File: src/rtl/fetch_pkg.sv
// Shared types and constants for the instruction-fetch queue and its bench.
package fetch_pkg;

    localparam int FETCH_DATA_WIDTH = 32;
    localparam int FETCH_DEPTH      = 4;
    localparam int PTR_W            = $clog2(FETCH_DEPTH) + 1;

    localparam logic [FETCH_DATA_WIDTH-1:0] FETCH_NOP = 32'h0000_0013;

    typedef struct packed {
        logic [FETCH_DATA_WIDTH-1:0] pc;
        logic [FETCH_DATA_WIDTH-1:0] instr;
    } fetch_entry_t;

endpackage

File: src/rtl/fetch_entry_ram.sv
// Entry storage: PC written at request time, instruction at response time,
// combinational read of the head entry. The array is deliberately not reset.
module fetch_entry_ram
    import fetch_pkg::*;
#(
    parameter int DATA_WIDTH = FETCH_DATA_WIDTH,
    parameter int DEPTH      = FETCH_DEPTH,
    parameter int IDX_W      = $clog2(FETCH_DEPTH)
) (
    input  logic                  clk,
    input  logic                  pc_we_i,
    input  logic [IDX_W-1:0]      pc_idx_i,
    input  logic [DATA_WIDTH-1:0] pc_wdata_i,
    input  logic                  instr_we_i,
    input  logic [IDX_W-1:0]      instr_idx_i,
    input  logic [DATA_WIDTH-1:0] instr_wdata_i,
    input  logic [IDX_W-1:0]      rd_idx_i,
    output logic [DATA_WIDTH-1:0] rd_pc_o,
    output logic [DATA_WIDTH-1:0] rd_instr_o
);

    logic [DATA_WIDTH-1:0] pc_mem_q    [DEPTH];
    logic [DATA_WIDTH-1:0] instr_mem_q [DEPTH];

    // Independent write ports for the PC and instruction halves of each entry
    always_ff @(posedge clk) begin
        if (pc_we_i) begin
            pc_mem_q[pc_idx_i] <= pc_wdata_i;
        end
        if (instr_we_i) begin
            instr_mem_q[instr_idx_i] <= instr_wdata_i;
        end
    end

    assign rd_pc_o    = pc_mem_q[rd_idx_i];
    assign rd_instr_o = instr_mem_q[rd_idx_i];

endmodule

File: src/rtl/fetch_queue_checker.sv
// Protocol checks for the fetch queue: memory responses need a request behind them.
module fetch_queue_checker #(
    parameter int PW = 3
) (
    input logic          clk,
    input logic          rst,
    input logic          resp_valid_i,
    input logic [PW-1:0] live_inflight_i,
    input logic [PW-1:0] drop_cnt_i
);

    a_resp_has_request: assert property (@(posedge clk) disable iff (rst)
        resp_valid_i |-> ((live_inflight_i != '0) || (drop_cnt_i != '0)))
        else $error("fetch_queue: response with no request outstanding");

endmodule

File: src/rtl/fetch_queue.sv
// Instruction-fetch queue: issues PCs to instruction memory, collects in-order
// responses and hands {pc, instr} pairs to decode; redirect orphans in-flight fetches.
module fetch_queue
    import fetch_pkg::*;
#(
    parameter int DATA_WIDTH = FETCH_DATA_WIDTH,
    parameter int DEPTH      = FETCH_DEPTH
) (
    input  logic                  clk,
    input  logic                  rst,
    input  logic [DATA_WIDTH-1:0] pc_in,
    output logic                  pc_advance,
    input  logic                  redirect,
    output logic                  imem_req_valid,
    input  logic                  imem_req_ready,
    output logic [DATA_WIDTH-1:0] imem_req_addr,
    input  logic                  imem_resp_valid,
    input  logic [DATA_WIDTH-1:0] imem_resp_data,
    output logic                  dec_valid,
    input  logic                  dec_ready,
    output logic [DATA_WIDTH-1:0] dec_pc,
    output logic [DATA_WIDTH-1:0] dec_instr
);

    localparam int IDX_W = $clog2(DEPTH);
    localparam int PW    = IDX_W + 1;
    localparam logic [PW:0] DEPTH_C = (PW + 1)'(DEPTH);

    logic [PW-1:0]         alloc_q, alloc_d, fill_q, fill_d, rd_q, rd_d, drop_q, drop_d;
    logic [PW-1:0]         occupancy_s, live_s;
    logic [PW:0]           committed_s;
    logic                  fill_we_s, pop_s;
    logic [DATA_WIDTH-1:0] rd_pc_s, rd_instr_s, hold_pc_q, hold_instr_q;

    assign occupancy_s = alloc_q - rd_q;
    assign live_s      = alloc_q - fill_q;
    // Orphaned requests still hold a slot until their response drains.
    assign committed_s = {1'b0, occupancy_s} + {1'b0, drop_q};

    assign imem_req_valid = !rst && !redirect && (committed_s < DEPTH_C);
    assign imem_req_addr  = pc_in;
    assign pc_advance     = imem_req_valid && imem_req_ready;
    assign dec_valid      = !rst && !redirect && (rd_q != fill_q);
    assign pop_s          = dec_valid && dec_ready;
    assign dec_pc         = dec_valid ? rd_pc_s    : hold_pc_q;
    assign dec_instr      = dec_valid ? rd_instr_s : hold_instr_q;

    // Next-state for pointers and the orphan counter
    always_comb begin
        alloc_d   = alloc_q;
        fill_d    = fill_q;
        rd_d      = rd_q;
        drop_d    = drop_q;
        fill_we_s = 1'b0;
        if (redirect) begin
            fill_d = alloc_q;
            rd_d   = alloc_q;
            drop_d = drop_q + live_s - PW'(imem_resp_valid);
        end else begin
            if (pc_advance) begin
                alloc_d = alloc_q + PW'(1);
            end else begin
                alloc_d = alloc_q;
            end
            if (imem_resp_valid && (drop_q != '0)) begin
                drop_d = drop_q - PW'(1);
            end else if (imem_resp_valid) begin
                fill_we_s = 1'b1;
                fill_d    = fill_q + PW'(1);
            end else begin
                fill_d = fill_q;
            end
            if (pop_s) begin
                rd_d = rd_q + PW'(1);
            end else begin
                rd_d = rd_q;
            end
        end
    end

    // Pointer and counter state
    always_ff @(posedge clk or posedge rst) begin
        if (rst) begin
            alloc_q <= '0;
            fill_q  <= '0;
            rd_q    <= '0;
            drop_q  <= '0;
        end else begin
            alloc_q <= alloc_d;
            fill_q  <= fill_d;
            rd_q    <= rd_d;
            drop_q  <= drop_d;
        end
    end

    // Last value shown to decode, held while the queue head is not valid
    always_ff @(posedge clk or posedge rst) begin
        if (rst) begin
            hold_pc_q    <= '0;
            hold_instr_q <= '0;
        end else if (dec_valid) begin
            hold_pc_q    <= rd_pc_s;
            hold_instr_q <= rd_instr_s;
        end else begin
            hold_pc_q    <= hold_pc_q;
            hold_instr_q <= hold_instr_q;
        end
    end

    fetch_entry_ram #(
        .DATA_WIDTH (DATA_WIDTH),
        .DEPTH      (DEPTH),
        .IDX_W      (IDX_W)
    ) u_ram (
        .clk           (clk),
        .pc_we_i       (pc_advance),
        .pc_idx_i      (alloc_q[IDX_W-1:0]),
        .pc_wdata_i    (pc_in),
        .instr_we_i    (fill_we_s),
        .instr_idx_i   (fill_q[IDX_W-1:0]),
        .instr_wdata_i (imem_resp_data),
        .rd_idx_i      (rd_q[IDX_W-1:0]),
        .rd_pc_o       (rd_pc_s),
        .rd_instr_o    (rd_instr_s)
    );

    fetch_queue_checker #(
        .PW (PW)
    ) u_chk (
        .clk             (clk),
        .rst             (rst),
        .resp_valid_i    (imem_resp_valid),
        .live_inflight_i (live_s),
        .drop_cnt_i      (drop_q)
    );

endmodule
File: config.mk
export PLATFORM = sky130hd
export DESIGN_NAME = fetch_queue
export DESIGN_NICKNAME = d
export VERILOG_FILES = /design/src/rtl/fetch_pkg.sv /design/src/rtl/fetch_entry_ram.sv /design/src/rtl/fetch_queue_checker.sv /design/src/rtl/fetch_queue.sv
export SDC_FILE = /design/constraint.sdc
export NUM_CORES = 1
export LEC_CHECK = 0
export CAP_MARGIN = 20
export CELL_PAD_IN_SITES_DETAIL_PLACEMENT = 0
export CELL_PAD_IN_SITES_GLOBAL_PLACEMENT = 2
export CORE_MARGIN = 4
export CORE_UTILIZATION = 46
export DETAILED_ROUTE_END_ITERATION = 6
export MAX_ROUTING_LAYER = met4
export PLACE_DENSITY = 0.92
export RECOVER_POWER = 50
export SLEW_MARGIN = 20
export SYNTH_ARGS = -nofsm -noshare
export SYNTH_HDL_FRONTEND = slang
export SYNTH_HIERARCHICAL = 1
export SYNTH_SLANG_ARGS = --single-unit
File: constraint.sdc
create_clock -name clk -period 8.8 [get_ports clk]
set_clock_uncertainty 0.05 [all_clocks]
set_input_delay 1.76 -clock clk [delete_from_list [all_inputs] [get_ports clk]]
set_output_delay 1.76 -clock clk [all_outputs]
set_load 0.005 [all_outputs]
==> key figures <==
Place
  – Routability congestion estimate: between 0.7 and 0.8
  – Number of port buffers: approximately 170
  – Detailed-placement wirelength estimate: approximately 15 mm
  – Inst Count DP: between 1000 and 1500

Clock network
  – Number of levels the H-tree was split into: 2
  – Clock tree from TritonCTS: done
  – Cts-stage hold buffer count: 0
  – TritonCTS buffer count: 35
  – Clock sink count: 332
  – Clock latency on the worst-skew pair: around 0.50 ns
  – Clk pin slew, worst setup/hold paths: around 0.060 ns
  – Library cell used as clock root buffer: sky130_fd_sc_hd__clkbuf_16
  – CTS-repair resized insts: 0
  – Post-CTS Setup Repair Bufs: 0
  – Clk buf depth: 3

Job
  – Number of max-cap violations: 4

Setup path
  – WS Path Type: input pin to output port
  – Top Family by Delay on Critical Path: buffers and inverters
  – Required time reported for the critical path endpoint: between 6 and 7 ns
  – Crit start category: input pin
  – Max stage delay on crit path: approximately 0.88 ns
  – Critical path buffers and inverters: 3
  – Cell breakdown of the critical path: dlygate4sd3_1, nor2_1, o31a_2, buf_4, mux2_2, clkdlybuf4s50_1
  – Endpoint arrival time on the critical path: between 5 and 6 ns
  – Internal reg-to-reg setup slack: approximately 4.7 ns
  – Peak fanout along the critical path: 27
  – Critical-path top delay cell: sky130_fd_sc_hd__o31a_2
  – Type of destination of the critical path: output port

Yosys
  – Number of distinct library cell variants in the gate-level netlist after synthesis: 42
  – Fraction of the mapped netlist area in adder cells: approximately 1.6%
  – Xor/xnor share of the synthesized area: less than 1%
  – Ys flop type: sky130_fd_sc_hd__edfxtp_1
  – Number of instances in the synthesized netlist: 609
  – Number of flops mapped to enable cells by yosys: approximately 260
  – Complex-gate fraction of the synthesized area: less than 1%
  – Syn Nets: between 600 and 700
  – Top post-synthesis cells by area: sky130_fd_sc_hd__edfxtp_1 (58%), sky130_fd_sc_hd__dfrtp_1 (14%), sky130_fd_sc_hd__mux4_2 (10%), sky130_fd_sc_hd__mux2_4 (5.6%), sky130_fd_sc_hd__buf_4 (1.8%)
  – Combinational family with the most area after synthesis: multiplexers
  – Simple-gate share of the synthesized area: under 10%
  – Cell area after technology mapping: ~13000 µm²
  – Number of warnings printed during yosys synthesis: 6
  – Number of register bits inferred by synthesis: around 330
  – Multiplexer fraction of the synthesized cell area: a little under a fifth
  – Top cell type by total area after synthesis: sky130_fd_sc_hd__edfxtp_1
  – Post-synthesis async set-or-reset flop share: around 23%
  – Portion of synthesized cell area occupied by the leading cell type: between 50% and 60%
  – Portion of the post-synthesis area used by sequential elements: 72.7%
  – Mean area per synthesized cell: between 20 and 25 µm²

Floorplan
  – Die outline width: roughly 180 µm
  – Area of the core: 28000 µm²
  – Number of core rows: just over 60
  – Die footprint: about 31000 µm²
  – Height of the chip: around 180 µm
  – Number of top-level design ports: ~170
  – Starting density of the core: 47.1%

Global route
  – Number of antenna violations at the first check in global routing: 1
  – Largest net degree at the start of global routing: 68
  – Number of global-route vias before repair: 6842
  – Total routing usage reported by global routing: approximately 16%
  – First-pass GRT wire length: ~39 mm
  – GR Overflow Total: 0

Timing
  – Slew HR: -116%
  – Highest clock frequency the design can meet: roughly 150 MHz
  – Hold_ws: around 0.44 ns
  – Least-Margin Pin Slew: 3.24 ns
  – Final count of negative-setup-slack endpoints: 0
  – Tmin final: 6.88 ns
  – Count of final hold-check violations: 0
  – Tcrit/Tclk final: 78.2%
  – Fin Setup TNS: 0 ns
  – RSZ-0062 raised after global routing: false
  – Max Slew Vio Count: 153

Power and ir drop
  – Switching share of power: a little over a quarter
  – Overall power consumption: between 5 and 6 mW
  – VDD IR-drop max: between 100 and 150 µV
  – Power density over the cells: 320 nW/µm²
  – Net load switching power: 1.35 mW
  – Power share of the sequential group: between 40% and 50%
  – Standby leakage power: between 5 and 6 nW
  – Internal portion of total power: roughly 3.8 mW
  – Clock power frac: 27.2%
  – Part of the total power dissipated in combinational logic: roughly a third

Drt
  – DRT iter0 DRCs: ~440
  – DR WL/cell: 20.9 µm
  – Residual DRC: 0
  – Final antenna-violating net count: 0
  – Routed Wire Length: 24.5 mm
  – Pre-Repair DR Iteration Count: 4
  – Average vias per placed instance: 5.24
  – Via count: about 6200

Min path
  – HP Class: flip-flop to flip-flop

Status
  – Run status: finished with violations
  – Violated checks: capacitance limit, slew limit

Layout
  – Layout cell share with drive strength beyond 1: between 20% and 30%
  – Number of standard cells in the layout, taps in and fillers out: approximately 1200
  – Post-layout net count: around 850
  – Signed area change from the synthesized netlist to the final layout: 21.6%
cell families after synthesis:
logic type	count (synthesis)
xor+xnor	13
buf+inv	72
compound gates	14
simple gates	31
mux	133
flops	332
fa+ha+maj	14
flip-flops by register name, indices dropped and copies added, names as in the netlist:
signal / count
drop_q: 3
fill_q: 3
alloc_q: 3
u_ram/pc_mem_q: 128
rd_q: 3
hold_instr_q: 32
u_ram/instr_mem_q: 128
hold_pc_q: 32
layout by cell type (no fill, tap or decap), types with 3 or more instances in the layout:
cell type                         synthesis  final
sky130_fd_sc_hd__dfrtp_1                 76     74
sky130_fd_sc_hd__dlygate4sd3_1            0     66
sky130_fd_sc_hd__xnor2_1                  7      7
sky130_fd_sc_hd__clkdlybuf4s50_1          0    102
sky130_fd_sc_hd__clkbuf_16                0     36
sky130_fd_sc_hd__mux4_2                  60     60
sky130_fd_sc_hd__nand2_1                  7      7
sky130_fd_sc_hd__edfxtp_1               256    256
sky130_fd_sc_hd__nor2_1                   3      3
sky130_fd_sc_hd__fa_1                     5      5
sky130_fd_sc_hd__and3b_1                  4      3
sky130_fd_sc_hd__clkinv_1                 0      4
sky130_fd_sc_hd__clkinv_2                 0      5
sky130_fd_sc_hd__xor2_1                   5      5
sky130_fd_sc_hd__inv_1                   17     16
sky130_fd_sc_hd__mux2_2                  19     19
sky130_fd_sc_hd__mux2_4                  49     49
sky130_fd_sc_hd__o21ai_0                  7      7
sky130_fd_sc_hd__ha_1                     9      9
sky130_fd_sc_hd__clkbuf_1                 2     12
sky130_fd_sc_hd__mux4_1                   4      4
sky130_fd_sc_hd__buf_4                   32      6
sky130_fd_sc_hd__and3_1                   3      3
metal layers:
metal  up-vias  GRT usage, %  routed length, µm
met1      3215          21.5              10400
met4         0          3.77                454
met5         -             -                  0
met3        37          2.79               1200
met2       188          27.3              12500
li1       2710             -                  -
Yosys cell counts, drive strengths merged, types with 4 or more instances:
| library cell | count |
|---|---|
| edfxtp | 256 |
| dfrtp | 76 |
| mux2 | 68 |
| mux4 | 64 |
| buf | 52 |
| inv | 17 |
| ha | 9 |
| nand2 | 7 |
| o21ai | 7 |
| xnor2 | 7 |
| fa | 5 |
| xor2 | 5 |
| and3b | 4 |
power groups by stage:
stage / combinational (mW) / sequential [mW] / clock [mW]
floorplan: 1.13 / 2.03 / 0
global placement: 1.59 / 2.15 / 0
detailed placement: 1.64 / 2.16 / 0
CTS: 1.65 / 2.13 / 1.43
global route: 1.76 / 2.16 / 1.50
finish: 1.61 / 2.12 / 1.39
path summary, 6_finish.rpt:
kind | startpoint | endpoint | cells after the start
max | redirect | dec_instr[31] | 6
min | hold_instr_q[14]$_DFF_PP0_ | hold_instr_q[14]$_DFF_PP0_ | 1
max reg2reg | rd_q[1]$_DFFE_PP0P_ | u_ram/pc_mem_q[0][13]$_DFFE_PP_ | 10
min reg2reg | hold_instr_q[14]$_DFF_PP0_ | hold_instr_q[14]$_DFF_PP0_ | 1
max in group asynchronous | rst | rd_q[1]$_DFFE_PP0P_ | 3
min in group asynchronous | rst | fill_q[2]$_DFFE_PP0P_ | 2
per-stage QoR:
step / util, % / cell area [µm²] / setup slack, ns
after global placement: 53.4 / 14900 / 2.02
final: 57.3 / 16000 / 1.92
after floorplan: - / 13200 / 3.36
after global routing: 57.3 / 16000 / 1.68
after detailed placement: 53.4 / 14900 / 1.89
after CTS: 57.3 / 16100 / 1.88
worst reg2reg max path, delay by kind of cell (launching register included):
kind	cells	cell delay [ns]
flops	1	1.03
buf+inv	3	0.84
simple gates	3	0.74
fa+ha+maj	2	0.71
xor+xnor	2	0.33
area by class of cell:
cell class              instances  area, µm²
fillers                      2038      12000
flip-flops and latches        332       9600
multi-input cells             205       3050
repair buffers                177       1750
clock buffers                  48        966
well taps                     378        473
clock inverters                15        141
inverters                      17       65.1
diodes                          2       5.00
(Power assumes the default switching activity.)
